==> src/rtl/rx_bytes_ng.sv <==
// Receive byte assembler: writes frame bytes into the current RAM page,
// filters, checks CRC/overflow, hands pages over. Stats: RX_STATS_EN.
module rx_bytes_ng #(
    parameter int ADDR_W  = 8,
    parameter int N_MCAST = 2
) (
    input  logic                 clk,
    input  logic                 reset,
    input  logic [7:0]           filter,
    input  logic [8*N_MCAST-1:0] mcast,
    input  logic [N_MCAST-1:0]   mcast_en,
    input  logic                 user_crc,
    input  logic                 not_drop,
    input  logic                 abort,
    input  logic                 buf_avail,
    output logic                 error,
    input  logic                 des_bus_idle,
    input  logic [7:0]           des_data,
    input  logic [15:0]          des_crc_data,
    input  logic                 des_data_clk,
    output logic                 des_force_wait_idle,
    output logic [7:0]           wr_byte,
    output logic [ADDR_W-1:0]    wr_addr,
    output logic                 wr_clk,
    output logic [ADDR_W-1:0]    wr_flags,
    output logic                 switch,
    input  logic                 stats_clr,
    output logic [15:0]          cnt_ok,
    output logic [15:0]          cnt_err,
    output logic [15:0]          cnt_ovr
);

    localparam int CW = (ADDR_W + 1 > 9) ? ADDR_W + 1 : 9;
    localparam logic [CW-1:0] PAGE = CW'(1) << ADDR_W;
    localparam logic [CW-1:0] TAIL = CW'(4);
    localparam logic [CW-1:0] TWO  = CW'(2);

    typedef enum logic [1:0] {INIT, DATA, SKIP} state_t;

    state_t            state, state_n;
    logic [CW-1:0]     byte_cnt, cnt_n, cnt_inc, last_idx;
    logic [7:0]        len, len_n;
    logic              drop, drop_n;
    logic              ovf, ovf_n;
    logic              fin, fin_n;
    logic              we, sw, err, ovr, fwi;
    logic [ADDR_W-1:0] flags_n;
    logic              mc_hit, accept, last, big, crc_ok;

    function automatic logic [ADDR_W-1:0] sat(input logic [CW-1:0] c);
        if (c >= PAGE)
            return '1;
        else
            return c[ADDR_W-1:0];
    endfunction

    assign wr_byte  = des_data;
    assign cnt_inc  = byte_cnt + CW'(1);
    assign last_idx = {{(CW-8){1'b0}}, len} + TAIL;
    assign last     = (byte_cnt == last_idx);
    assign big      = (byte_cnt >= PAGE);
    assign crc_ok   = (des_crc_data == 16'h0) || user_crc;
    assign accept   = (des_data == filter) || (des_data == 8'hff)
                   || mc_hit || (filter == 8'hff);

    // Match the destination byte against the enabled multicast entries
    always_comb begin
        mc_hit = 1'b0;
        for (int i = 0; i < N_MCAST; i++)
            if (mcast_en[i] && (mcast[8*i +: 8] == des_data))
                mc_hit = 1'b1;
    end

    // Frame state register; fin holds DATA one extra cycle after a finish
    always_ff @(posedge clk or posedge reset) begin
        if (reset) begin
            state    <= INIT;
            byte_cnt <= '0;
            len      <= '0;
            drop     <= 1'b0;
            ovf      <= 1'b0;
            fin      <= 1'b0;
        end else begin
            state    <= state_n;
            byte_cnt <= cnt_n;
            len      <= len_n;
            drop     <= drop_n;
            ovf      <= ovf_n;
            fin      <= fin_n;
        end
    end

    // Next-state, byte handling and pulse generation
    always_comb begin
        state_n = state;
        cnt_n   = byte_cnt;
        len_n   = len;
        drop_n  = drop;
        ovf_n   = ovf;
        fin_n   = fin;
        flags_n = wr_flags;
        we      = 1'b0;
        sw      = 1'b0;
        err     = 1'b0;
        ovr     = 1'b0;
        fwi     = 1'b0;
        unique case (state)
            INIT: begin
                fwi     = !des_bus_idle;
                cnt_n   = '0;
                len_n   = '0;
                drop_n  = 1'b0;
                ovf_n   = 1'b0;
                fin_n   = 1'b0;
                state_n = DATA;
            end
            DATA: begin
                priority case (1'b1)
                    fin: state_n = INIT;
                    des_bus_idle: begin
                        if (byte_cnt >= TWO && !drop) begin
                            err = 1'b1;
                            if (not_drop) begin
                                sw      = 1'b1;
                                flags_n = sat(byte_cnt);
                            end
                        end
                        if (byte_cnt != '0) begin
                            fin_n  = 1'b1;
                            drop_n = 1'b1;
                        end
                    end
                    des_data_clk: begin
                        if (byte_cnt == '0 && !buf_avail) begin
                            state_n = SKIP;
                            ovr     = 1'b1;
                        end else begin
                            cnt_n = cnt_inc;
                            if (big)
                                ovf_n = 1'b1;
                            else
                                we = 1'b1;
                            if (byte_cnt == '0 && des_data == filter
                                && filter != 8'hff)
                                drop_n = 1'b1;
                            if (byte_cnt == CW'(1) && !accept)
                                drop_n = 1'b1;
                            if (byte_cnt == TWO)
                                len_n = des_data;
                            if (last) begin
                                if (!drop) begin
                                    if (crc_ok && !(ovf || big)) begin
                                        sw      = 1'b1;
                                        flags_n = '0;
                                    end else begin
                                        err = 1'b1;
                                        if (not_drop) begin
                                            sw      = 1'b1;
                                            flags_n = sat(cnt_inc);
                                        end
                                    end
                                end
                                fin_n  = 1'b1;
                                drop_n = 1'b1;
                            end
                        end
                    end
                    default: ;
                endcase
            end
            SKIP: begin
                if (des_bus_idle)
                    state_n = INIT;
            end
            default: state_n = INIT;
        endcase
        if (abort) begin
            state_n = INIT;
            we      = 1'b0;
            sw      = 1'b0;
            err     = 1'b0;
            ovr     = 1'b0;
            flags_n = wr_flags;
        end
    end

    // Registered RAM strobes and handover pulses
    always_ff @(posedge clk or posedge reset) begin
        if (reset) begin
            error               <= 1'b0;
            switch              <= 1'b0;
            des_force_wait_idle <= 1'b0;
            wr_clk              <= 1'b0;
            wr_addr             <= '0;
            wr_flags            <= '0;
        end else begin
            error               <= err;
            switch              <= sw;
            des_force_wait_idle <= fwi;
            wr_clk              <= we;
            wr_flags            <= flags_n;
            if (we)
                wr_addr <= byte_cnt[ADDR_W-1:0];
        end
    end

`ifdef RX_STATS_EN
    // Saturating statistics; clear wins over increments
    always_ff @(posedge clk or posedge reset) begin
        if (reset) begin
            cnt_ok  <= '0;
            cnt_err <= '0;
            cnt_ovr <= '0;
        end else if (stats_clr) begin
            cnt_ok  <= '0;
            cnt_err <= '0;
            cnt_ovr <= '0;
        end else begin
            if (sw && flags_n == '0 && cnt_ok != 16'hffff)
                cnt_ok <= cnt_ok + 16'd1;
            if (err && cnt_err != 16'hffff)
                cnt_err <= cnt_err + 16'd1;
            if (ovr && cnt_ovr != 16'hffff)
                cnt_ovr <= cnt_ovr + 16'd1;
        end
    end
`else
    logic unused_stats;
    assign unused_stats = stats_clr | ovr;
    assign cnt_ok  = '0;
    assign cnt_err = '0;
    assign cnt_ovr = '0;
`endif

endmodule

==> config.mk <==
export PLATFORM = sky130hd
export DESIGN_NAME = rx_bytes_ng
export DESIGN_NICKNAME = d
export VERILOG_FILES = /design/src/rtl/rx_bytes_ng.sv
export SDC_FILE = /design/constraint.sdc
export NUM_CORES = 1
export LEC_CHECK = 0
export CAP_MARGIN = 20
export CORE_UTILIZATION = 35
export DETAILED_ROUTE_END_ITERATION = 10
export GPL_TIMING_DRIVEN = 0
export PLACE_DENSITY = 0.67
export SLEW_MARGIN = 20
export SYNTH_ARGS = -nofsm -noshare
export SYNTH_HDL_FRONTEND = slang
export SYNTH_SLANG_ARGS = --single-unit
==> constraint.sdc <==
create_clock -name clk -period 3 [get_ports clk]
set_input_delay 0.45 -clock clk [delete_from_list [all_inputs] [get_ports clk]]
set_output_delay 0.45 -clock clk [all_outputs]
set_load 0.02 [all_outputs]
======== After elaboration in Yosys (flattened, before gate mapping) ========
Index checks and enable logic that the tools add are counted.
Widths: inputs -> output; s select.
storage, ports and cells
  memory bits (writable) .................. 0
  latch bits .............................. 0
  bits in read-only memories .............. 0
  input bits .............................. 59
  memories ................................ 0
  logic and storage cells ................. 162
  output and inout bits ................... 76
  bits in registers ....................... 42
operators by class
  equal/unequal tests ..................... 30
  multiply operators ...................... 0
  reductions and logical operators ........ 31
  $add $sub $neg .......................... 2
  div/mod/pow operators ................... 0
  mux-type cells .......................... 82
  bitwise operators ....................... 2
  order comparisons ....................... 3
  shifts and indexed selects .............. 0
operators with widths
  cell                 number
  $mux 8               16
  $mux 1               50
  $mux 9               4
  $eq 8x8->1           3
  $ge 9x9->1 const B   2
  $ne 2x2->1 const B   9
  $pmux 9 s2           1
  $reduce_and 6->1     3
  $eq 8x8->1 const B   2
  $logic_not 16->1     1
  $pmux 8 s2           1
  $mux 2               6
  $ne 3x3->1 const B   4
  $ne 4x4->1 const B   3
  $reduce_and 10->1    1
  $add 8x3->9 const B  1
  $add 9x1->9 const B  1
  $eq 9x1->1 const B   1
  $eq 9x2->1 const B   1
  $eq 9x9->1           1
  $ge 9x2->1 const B   1
  $logic_not 9->1      1
  $reduce_bool 9->1    1
  $logic_and 1x1->1    8
  other kinds (15)     28

======== Logic depth before layout (Yosys ltp) ========
Gate-level depths: netlist of run 1.
  word-level depth ........................ 15
  gate-level depth with buffers ........... 10

======== Least setup slack after synthesis of run 1 ========
Ideal clock, no wire load.
  path kind ............................... register to register
  start ................................... register len[2]
  end ..................................... register wr_flags[0]
  clock period less this slack ............ 2592 ps
  stages on the path, launching flop included .. 9
  data arrival time ....................... 2467 ps
  buffers on the path ..................... 1
  slack ................................... 408 ps
  required time ........................... 2875 ps
  library setup time ...................... 125 ps
  cells stage by stage .................... dfrtp_1 -> ha_1 -> xor2_1 -> nor4_1 -> o211ai_1 -> or4_1 -> a221o_1 -> buf_6 -> mux2_4
on the way
  word-level cells in the longest chain between the ends .. 4
RTL lines
  what                                                              RTL line  text
  start, declared                                                   42        logic [7:0] len, len_n;
  start signal, assigned                                            86        len <= len_n;
  $add 8x3->9 (*)                                                   59        assign last_idx = {{(CW-8){1'b0}}, len} + TAIL;
  $eq 9x9->1 (*)                                                    60        assign last = (byte_cnt == last_idx);
  $ne 5x3->1 (no line) / $reduce_bool 2->1 (equally long branches)  --
  $reduce_and 10->1 (no line) (*)                                   --
  end signal, assigned                                              201       wr_flags <= flags_n;
  end, declared                                                     25        output logic [ADDR_W-1:0] wr_flags,
Every way passes the cells marked *; elsewhere a longest branch is shown, timed or not.
A chain may end at the register's enable or synchronous reset.

======== Worst setup path after layout of run 1 ========
  start ................................... register byte_cnt[0]
  end ..................................... register wr_flags[2]
on the way
  word-level cells in the longest chain between the ends .. 10
RTL lines
  what                                                   RTL line    text
  start, declared                                        41          logic [CW-1:0] byte_cnt, cnt_n, cnt_inc, last_idx;
  start signal, assigned                                 85          byte_cnt <= cnt_n;
  $add 9x1->9 / $ge 9x9->1 (equally long branches)       58, 51, 61
  $ge 9x9->1 / $logic_or 1x1->1 (equally long branches)  51, 152
  $mux 8 / $logic_not 1->1 (equally long branches)       51, 152
  $mux 8 / $logic_and 1x1->1 (equally long branches)     157, 152
  $mux 8                                                 152         if (crc_ok && !(ovf || big)) begin
  $mux 8                                                 151         if (!drop) begin
  $mux 8                                                 150         if (last) begin
  $mux 8                                                 134         if (byte_cnt == '0 && !buf_avail) begin
  $mux 8 (2 in a row)                                    118         priority case (1'b1)
Several ways; a longest one is shown, not always the timed one. The select of a mux whose other input is x is not followed.

==> metrics.md, run 1 <==
| Metric | Value |
|---|---|
| Total gr overflow | `0` |
| Unrepaired setup endpoints after global routing | `no` |
| Slew at the pin closest to its max-slew limit | `just over 0.7 ns` |
| Total CTS buffers | `5` |
| Worst Setup Path Type | `register to register` |
| Primary FF master, synth | `dfrtp_1` |
| Switching share of power | `32.2%` |
| Sequential cell area fraction in the yosys report | `around a third` |
| Multi-input logic area | `approximately 0.0018 mm²` |
| Clock skew | `between 0.01 and 0.015 ns` |
| Cell count along the critical path | `10` |
| EDFF count, synth | `0` |
| Total Power | `approximately 0.0017 W` |
| Antenna cells | `0` |
| Crit. End Element | `register` |
| Clock tree buffer depth | `2` |
| Root buffer cell | `clkbuf_8` |
| Shortest period the worst path allows | `~2.8 ns` |
| DR vias | `between 2000 and 3000` |
| Fin crit share | `between 90% and 100%` |
| Outcome | `completed` |
| Yosys reg bits | `between 40 and 50` |
| # hold bufs at CTS | `0` |
| Slew Limit Fails | `0` |
| DRC | `0` |
| Avg Cell Area, Syn | `8.41 µm²` |
| Switching power | `about 0.00054 W` |
| Seq. cell area | `0.00105 mm²` |
| R2R cell count | `10` |
| Hold WS | `0.482 ns` |
| Critical path arrival | `approximately 3.0 ns` |
| Routed WL | `slightly above 8000 µm` |
| CTS tree | `yes` |
| Layout fillers | `~850` |
| Layout Nets | `585` |
| Clock share of power | `26.6%` |
| Clk sink count | `42` |
| CP max FO | `9` |
| DRT Pass-1 Iters | `4` |
| CTS clock-pin slew for the worst setup and hold paths | `about 0.090 ns` |
| Area Growth Syn to Fin | `37.1%` |
| Via density per instance | `between 4 and 5` |
| Syn Inst Count | `around 400` |
| Peak per-stage delay on the critical path | `about 0.40 ns` |
| Max cap viols | `0` |
| CP bufs+invs | `3` |
| Worst Path Required | `about 3.2 ns` |
| GRT Overall Usage | `about 18%` |
| Family with the most delay on the worst path | `simple AND/OR/NAND/NOR gates` |
| F_max | `356 MHz` |
| Ports | `135` |
| Post-Place Cells | `about 620` |
| Worst-Skew Late Latency | `approximately 0.31 ns` |
| Die W | `roughly 100 µm` |
| FP Rows | `34` |
| Iteration-0 DRC Markers | `132` |
| CTS H-tree lvls | `2` |
| Initial antenna violation count | `0` |
| Gp weighted congestion | `between 0.8 and 0.9` |
| Worst path cell trace | `buf_2, inv_1, ha_1, or4b_1, nor3_2, or3_1, or4_1, a221o_1, buf_6, mux2_4` |
| Static leakage | `between 2 and 2.5 nW` |
| Fin. Hold Viols | `0` |
| Pwr/cell area | `between 300 and 400 mW/mm²` |
| Ys Warns | `0` |
| Post-synthesis async set-or-reset flop share | `100%` |
| Distinct cells, synth | `46` |
| CORE AREA | `0.00889 mm²` |
| Dpl hpwl | `6610 µm` |
| Pin count of the biggest net entering global routing | `23` |
| Comb pwr share | `34.1%` |
| Ratio of cells with drive above 1 in the final layout | `approximately 16%` |
| Drt wl/cell | `between 10 and 15 µm` |
| Worst vdd ir | `0.199 mV` |
| Worst hold path type | `primary input to asynchronous set/reset pin` |
| Reg power frac | `around 39%` |
| Crit-path slowest cell | `or4_1` |
| Die Y | `~99 µm` |
| Rel. slew slack | `a little over half` |
| Die ar. | `0.00976 mm²` |
| First-pass GRT wire length | `~14000 µm` |
| Vias in the first global route | `2982` |
| I/O Buffers | `76` |
| P_int | `between 0.001 and 0.0015 W` |
| Startpoint Class | `register` |
| Fin cells | `630` |
| Starting Density | `36.9%` |
| Post-route ant nets | `0` |
| # setup viols final | `0` |
| Mapped cell area | `around 0.0033 mm²` |
==> cell usage after synthesis, types with 4 or more instances <==
cell type  instances  area share (%)
a31oi_1            5            0.95
nor2_1            21             2.4
xnor2_1           24             6.4
o21ai_0           23             3.5
buf_2              5            0.76
o31ai_1            6             1.4
a21oi_1            5            0.76
inv_1             18             2.1
or3_1              6             1.1
buf_4             57              13
nor3_1            14             2.1
mux2i_1           10             3.1
nand2b_1           4            0.76
xor2_1            13             3.5
dfrtp_1           42              32
mux2_4             6             2.7
ha_1               5             1.9
nand4_1            9             1.7
nor4_1             9             1.7
nand2_1           37             4.2
nand3_1            9             1.4
clkbuf_1          19             2.2
or2_2              4            0.76
==> kinds of logic after synthesis <==
| kind of cell | Yosys count | share of synthesized area [%] |
|---|---|---|
| other cells | 1 | 0.114 |
| fa+ha+maj | 5 | 1.91 |
| mux | 16 | 5.80 |
| compound gates | 62 | 12.4 |
| buf+inv | 102 | 18.8 |
| xor+xnor | 37 | 9.88 |
| simple gates | 125 | 19.0 |
| flops | 42 | 32.0 |
==> final timing paths <==
check	from	endpoint	slack (ns)
max	byte_cnt[0]	wr_flags[2]	0.19
min	reset	wr_flags[7]	0.48
max reg2reg	byte_cnt[0]	wr_flags[2]	0.19
min reg2reg	wr_addr[1]	wr_addr[1]	0.48
max in group asynchronous	reset	des_force_wait_idle	2.03
min in group clk	wr_addr[1]	wr_addr[1]	0.48
==> flip-flops by register name, indices dropped and copies added (netlist names) <==
name	flops
state	2
des_force_wait_idle	1
error	1
wr_addr	8
wr_clk	1
fin	1
drop	1
switch	1
len	8
wr_flags	8
byte_cnt	9
ovf	1
==> per-layer routing <==
layer / vias up / global-route usage, % / routed length [µm]
met4: 0 / 6.20 / 168
met1: 1364 / 21.5 / 3540
met2: 118 / 31.6 / 4080
met3: 18 / 3.40 / 498
met5: - / 0 / 0
li1: 1490 / - / -
==> power by group through the flow <==
stage	clock network, W	registers (W)	logic (W)
6_report	0.000450	0.000664	0.000576
5_1_grt	0.000487	0.000673	0.000629
4_1_cts	0.000460	0.000664	0.000576
3_5_place_dp	0	0.000675	0.000573
3_3_place_gp	0	0.000672	0.000560
2_1_floorplan	0	0.000696	0.000348
==> stage by stage <==
step	utilization (%)	worst slack [ns]	instance area [µm²]	setup TNS, ns
final	50.6	0.194	4500	0
after CTS	50.5	0.112	4490	0
after global placement	48.9	-0.181	4350	-1.10
after floorplan	-	0.408	3460	0
after detailed placement	49.3	-0.212	4380	-1.35
after global routing	50.6	0.0389	4500	0
==> area by class of cell <==
class | count | area share (%)
Timing Repair Buffer | 77 | 17.5
Inverter | 18 | 1.50
Sequential cell | 42 | 23.4
Clock buffer | 7 | 1.70
Multi-Input combinational cell | 293 | 40.0
Tap cell | 108 | 3.01
Clock inverter | 1 | 0.668
Buffer | 84 | 12.2
==> layout by cell type (no fill, tap or decap), types with 9 or more instances in the layout <==
master / n
nand4_1: 9
dfrtp_1: 42
conb_1: 48
nor2_1: 21
nand3_1: 9
xnor2_1: 24
nand2_1: 37
o21ai_0: 23
clkbuf_1: 21
xor2_1: 13
buf_4: 57
clkdlybuf4s50_1: 76
nor4_1: 9
inv_1: 17
nor3_1: 12
mux2i_1: 10
==> repair_timing <==
action                     4_1_cts  5_1_grt
setup buffers                    0        0
resized for setup                0        2
setup endpoints to repair        0       14
No activity file was read; power rests on OpenSTA's default activity.
==> run 2, diff against run 1 <==
- ABC_AREA: default -> 0
==> results of run 2 <==
No change in the layout: final DEF, timing and power equal those of run 1.
==> edit 1: new RTL, config.mk and constraints of run 2 <==
Remove the register `error`: a continuous assignment takes its place, so the output `error` follows one clock earlier.
--- a/src/rtl/rx_bytes_ng.sv
+++ b/src/rtl/rx_bytes_ng.sv
@@ -189,3 +189,2 @@
         if (reset) begin
-            error               <= 1'b0;
             switch              <= 1'b0;
@@ -196,3 +195,2 @@
         end else begin
-            error               <= err;
             switch              <= sw;
@@ -205,2 +203,4 @@
     end
+
+    assign error = err;
 
Behaviour: not the same (a bounded check fails within 4 cycles, from zero or initial values and one cycle with reset high).
==> edit 1 against run 2 <==
Final area is 2.4% higher. Total power is 11% lower. Fmax is 1.7% lower. Wire length is 2.9% higher. Area after synthesis is 2.1% higher. Die area is 2.1% higher. Sequential power is 8.1% lower. Worst setup slack worse by 50 ps. Sequential cell count is 1 lower. Largest power group unchanged. Highest routed layer unchanged.
==> edit 1: results (changes against run 2) <==
metric;value;unit;change
status;complete, no violations;;
clockRootBuffer;clkbuf_8;;
crit_family;compound AO/OA/AOI/OAI gates;;
grt_use_met3;3.134;%;-0.27 points
grt_pass1_vias;2851;;-4.4%
synth.distinct_cells;58;;+26%
ir_drop;0.1683;mV;-15%
clk_latency;300;ps;
use_met1;21.19;%;-0.32 points
grt_use_total;17.12;%;-0.71 points
slowest_delay;420;ps;+20 ps
first_iter_violations;150;;+14%
grtUsageMet2;30.66;%;-0.97 points
place_congestion;0.8684;;-0.32%
rr_endpoint;len[2]$_DFFE_PP0P_;;
synth_ff_type;dfrtp_1;;
nFillCells;869;;+2.1%
critical-path-slowest-cell;dfrtp_2;;
place_area;4476;um2;+2.2%
r2r_setup_slack;280;ps;+90 ps
place.port_buffers;76;;unchanged
ys_warn_count;0;;unchanged
drive_above_1_share;20.27;%;+4.2 points
cts_made_buffers;5;;unchanged
yosys-top-cells-area;dfrtp_1 31%, buf_4 13%, xnor2_1 4.7%;;
seq_area_frac_synth;30.63;%;-1.4 points
vias;2985;;-0.17%
drt-wirelength-per-cell;13.27;um;+0.96%
synth-async-reset-ratio;100.0;%;unchanged
firstDrtPassIters;4;;unchanged
dp_hpwl;6802;um;+2.9%
hold_class;in -> async;;
fin_skew;8.462;ps;-4.678 ps
place_inst;632;;+1.6%
grt_max_degree;25;;+8.7%
regMostFlops;byte_cnt;;
cp.arrival;2410;ps;-590 ps
cp_max_fo;6;;-3
r2r-start;byte_cnt[0]$_DFFE_PP0P_;;
netlist_instances;379;;-2.8%
grt_pass1_wl;13540;um;-3.4%
ys_top_cells_by_count;57 x buf_4, 41 x dfrtp_1, 24 x o21ai_0, 21 x inv_1, 18 x xnor2_1;;
tightest_slew;543.8;ps;-166.5 ps
path_clk_slew;80;ps;
seq_area;1028;um2;-2.1%
layout.nets;576;;-1.5%
viasPerCell;4.650;;-2.0%
antenna_found_initial;0;;unchanged
clockBufferDepth;2;;unchanged
p_leak;2.082;nW;-1.3%
n_antenna_cell;0;;unchanged
cap_violations;0;;unchanged
rr_worst_depth;11;;+1
[edit 1: kinds of logic after synthesis]
group	after synthesis	share of synthesized area [%]
AO/OA/AOI/OAI	81	16.40
AND/OR/NAND/NOR	94	15.32
other	1	0.1120
buffers and inverters	103	19.50
XOR/XNOR	34	8.890
adder cells (fa/ha/maj)	5	1.868
flip-flops	41	30.63
multiplexers	20	7.284
[edit 1: where the power goes]
part	leakage (nW)	switching, mW	internal (mW)	total [mW]
sequential	0.556	0.0266	0.584	0.610
combinational	1.47	0.241	0.247	0.487
clock	0.0542	0.195	0.208	0.403
total	2.08	0.462	1.04	1.50
[edit 1: through the flow]
step / power [mW] / hold WS (ps) / worst slack, ps
floorplan: 0.9355 / 455.8 / 215.5
global placement: 1.085 / 472.8 / -349.0
detailed placement: 1.099 / 471.5 / -344.9
CTS: 1.515 / 483.8 / 25.63
global route: 1.581 / 511.6 / 27.87
finish: 1.501 / 470.3 / 144.6
[edit 1: what timing repair did]
item / in CTS / in global routing
endpoints found under the hold margin: 0 / 0
resized for setup: 9 / 2
setup endpoints to repair: 9 / 1
pin swaps: 1 / 4
setup buffers: 3 / 0
[edit 1: per-layer routing]
metal,share of wire (%),vias up
li1,-,1484
met1,42,1377
met2,50,114
met3,6.7,10
met4,0.83,0
met5,0,-
[edit 1: area by class of cell]
| cell class | instances | share of cell area, % |
|---|---|---|
| clock inverters | 1 | 0.1088 |
| inverters | 21 | 1.713 |
| plain buffers | 81 | 12.40 |
| repair buffers | 80 | 17.56 |
| flip-flops and latches | 41 | 22.35 |
| clock buffers | 7 | 2.094 |
| well taps | 129 | 3.507 |
| multi-input cells | 282 | 40.27 |
[edit 1: worst reg2reg max path, delay by kind of cell (launching register included)]
family	cells	cell delay [ps]
AND/OR/NAND/NOR	4	830
buffers and inverters	4	690
flip-flops	1	410
adder cells (fa/ha/maj)	1	260
AO/OA/AOI/OAI	1	260
multiplexers	1	150
[edit 1: worst max-delay path by stage]
stage,from,to,slack (ps),cells after the start
2_1_floorplan,len[2]$_DFFE_PP0P_,error,220,7
3_3_place_gp,byte_cnt[1]$_DFFE_PP0P_,error,-350,10
3_5_place_dp,byte_cnt[1]$_DFFE_PP0P_,error,-340,10
4_1_cts,len[2]$_DFFE_PP0P_,error,30,8
5_1_grt,len[2]$_DFFE_PP0P_,error,30,8
6_report,len[2]$_DFFE_PP0P_,error,140,8
==> edit 2: new RTL, config.mk and constraints of run 2 <==
Made on the original files. Add a define of `RX_STATS_EN`.
--- a/src/rtl/rx_bytes_ng.sv
+++ b/src/rtl/rx_bytes_ng.sv
@@ -2,2 +2,4 @@
 // filters, checks CRC/overflow, hands pages over. Stats: RX_STATS_EN.
+`define RX_STATS_EN
+
 module rx_bytes_ng #(
Formal check against the unedited RTL: not equivalent (a bounded check fails within 4 cycles, from zero or initial values and one cycle with reset high).
==> edit 2 against run 2 <==
Highest routed layer unchanged. First-iteration DRC count increased to 2.6 times the old value. Wire length increased by 100%. Sequential cell count increased by 48. Final area increased by 81%. Total power increased by 86%. Combinational power about the same. Area after synthesis increased by 72%. Fmax decreased by 11%. Global-route usage increased by 3.0 points. The run now ends with negative setup slack left. Worst setup slack got worse by 350 ps.
==> edit 2: results (changes against run 2) <==
metric;value;unit;change
cp_max_fo;7;;-2
grt_pass1_wl;27070;um;+93%
firstDrtPassIters;6;;+2
clockRootBuffer;clkbuf_16;;
place_congestion;0.9103;;+4.5%
h-tree-depth;3;;+1
yosys-top-cells-area;dfrtp_1 40%, xor2_1 7.3%, nor2_1 4.5%;;
r2r-start;len[3]$_DFFE_PP0P_;;
rr_endpoint;cnt_ok[13]$_DFFE_PP0P_;;
dr_wl_met2;8314;um;+100%
finalSetupViolCount;12;;+12
worst_slack;-153.0;ps;-347.1 ps
grt_pass1_vias;5266;;+77%
wirelength;16780;um;+100%
critical-path-slowest-cell;or4_4;;
cts_made_buffers;9;;+4
grt_max_degree;69;;+200%
finalSetupTns;-1091;ps;-1091 ps
place_inst;983;;+58%
dp_hpwl;12050;um;+82%
slowest_delay;510;ps;+110 ps
wl_met3;839;um;+68%
seq_area_frac_synth;39.89;%;+7.8 points
cp.arrival;3430;ps;+430 ps
violations;negative setup slack;;
grt_use_total;20.81;%;+3.0 points
fin_skew;5.289;ps;-7.851 ps
status;complete, but fails checks;;
ys_top_cells_by_count;90 x dfrtp_1, 68 x nor2_1, 47 x nand2_1, 47 x xor2_1, 43 x o21ai_0;;
avgSynthCellArea;8.807;um2;+4.7%
drive_above_1_share;16.87;%;+0.78 points
ir_drop;0.2539;mV;+28%
-- edit 2: cell types whose count changed after synthesis, sizes merged, moves of 20 or more --
cell,delta
xor2,+34
nor2,+47
nand3,+35
o21ai,+20
buf,-49
a21oi,+23
dfrtp,+48
-- edit 2: repair_timing --
item,4_1_cts,5_1_grt
endpoints found under the hold margin,0,0
setup buffers,12,17
gates cloned,1,1
resized for setup,35,46
setup endpoints to repair,44,44
pin swaps,13,25
-- edit 2: power by group --
group	leakage (nW)	switching [mW]	total, mW	internal, mW
clock network	0.160	0.499	1.26	0.759
logic	1.87	0.311	0.576	0.265
registers	1.23	0.0451	1.30	1.26
-- edit 2: critical path: cells and delay by family, from the launching register on --
kind / cells / cell delay (ps)
compound gates: 5 / 1330
xor+xnor: 1 / 140
fa+ha+maj: 1 / 210
flops: 1 / 420
simple gates: 3 / 990
-- edit 2: cell type report --
type,count,area (um2)
fillers,1508,7701
flip-flops and latches,90,2256
repair buffers,156,1518
well taps,216,270.3
multi-input cells,486,3416
plain buffers,42,250.2
inverters,22,87.58
clock inverters,5,86.33
clock buffers,11,242.7
-- edit 2: kinds of logic after synthesis --
kind of cell    share of synthesized area (%)
mux                                     3.103
xor+xnor                                9.929
simple gates                            24.69
fa+ha+maj                               1.773
flops                                   39.89
compound gates                          15.34
buf+inv                                 5.275
-- edit 2: worst max-delay path by stage --
stage                                   to  slack, ps  cells past startpoint
global route         cnt_ok[4]$_DFFE_PP0P_       -260                     12
detailed placement   cnt_ok[2]$_DFFE_PP0P_       -690                     11
CTS                 cnt_ok[13]$_DFFE_PP0P_       -180                     10
global placement     cnt_ok[5]$_DFFE_PP0P_      -1320                      2
floorplan           cnt_ok[13]$_DFFE_PP0P_          2                     11
finish              cnt_ok[13]$_DFFE_PP0P_       -150                     10
-- edit 2: metal layers --
metal	up-vias	GRT usage, %
met4	0	7.820
met1	2681	26.67
met2	163	35.33
met5	-	0
met3	35	3.285
li1	2626	-
-- edit 2: through the flow --
stage	power [mW]	setup slack, ps	cell area (um2)
detailed placement	1.828	-685.4	7259
finish	3.135	-153.0	8127
global route	3.246	-258.6	8127
CTS	3.118	-184.5	7811
floorplan	1.620	2.202	5705
global placement	1.818	-1316	7227
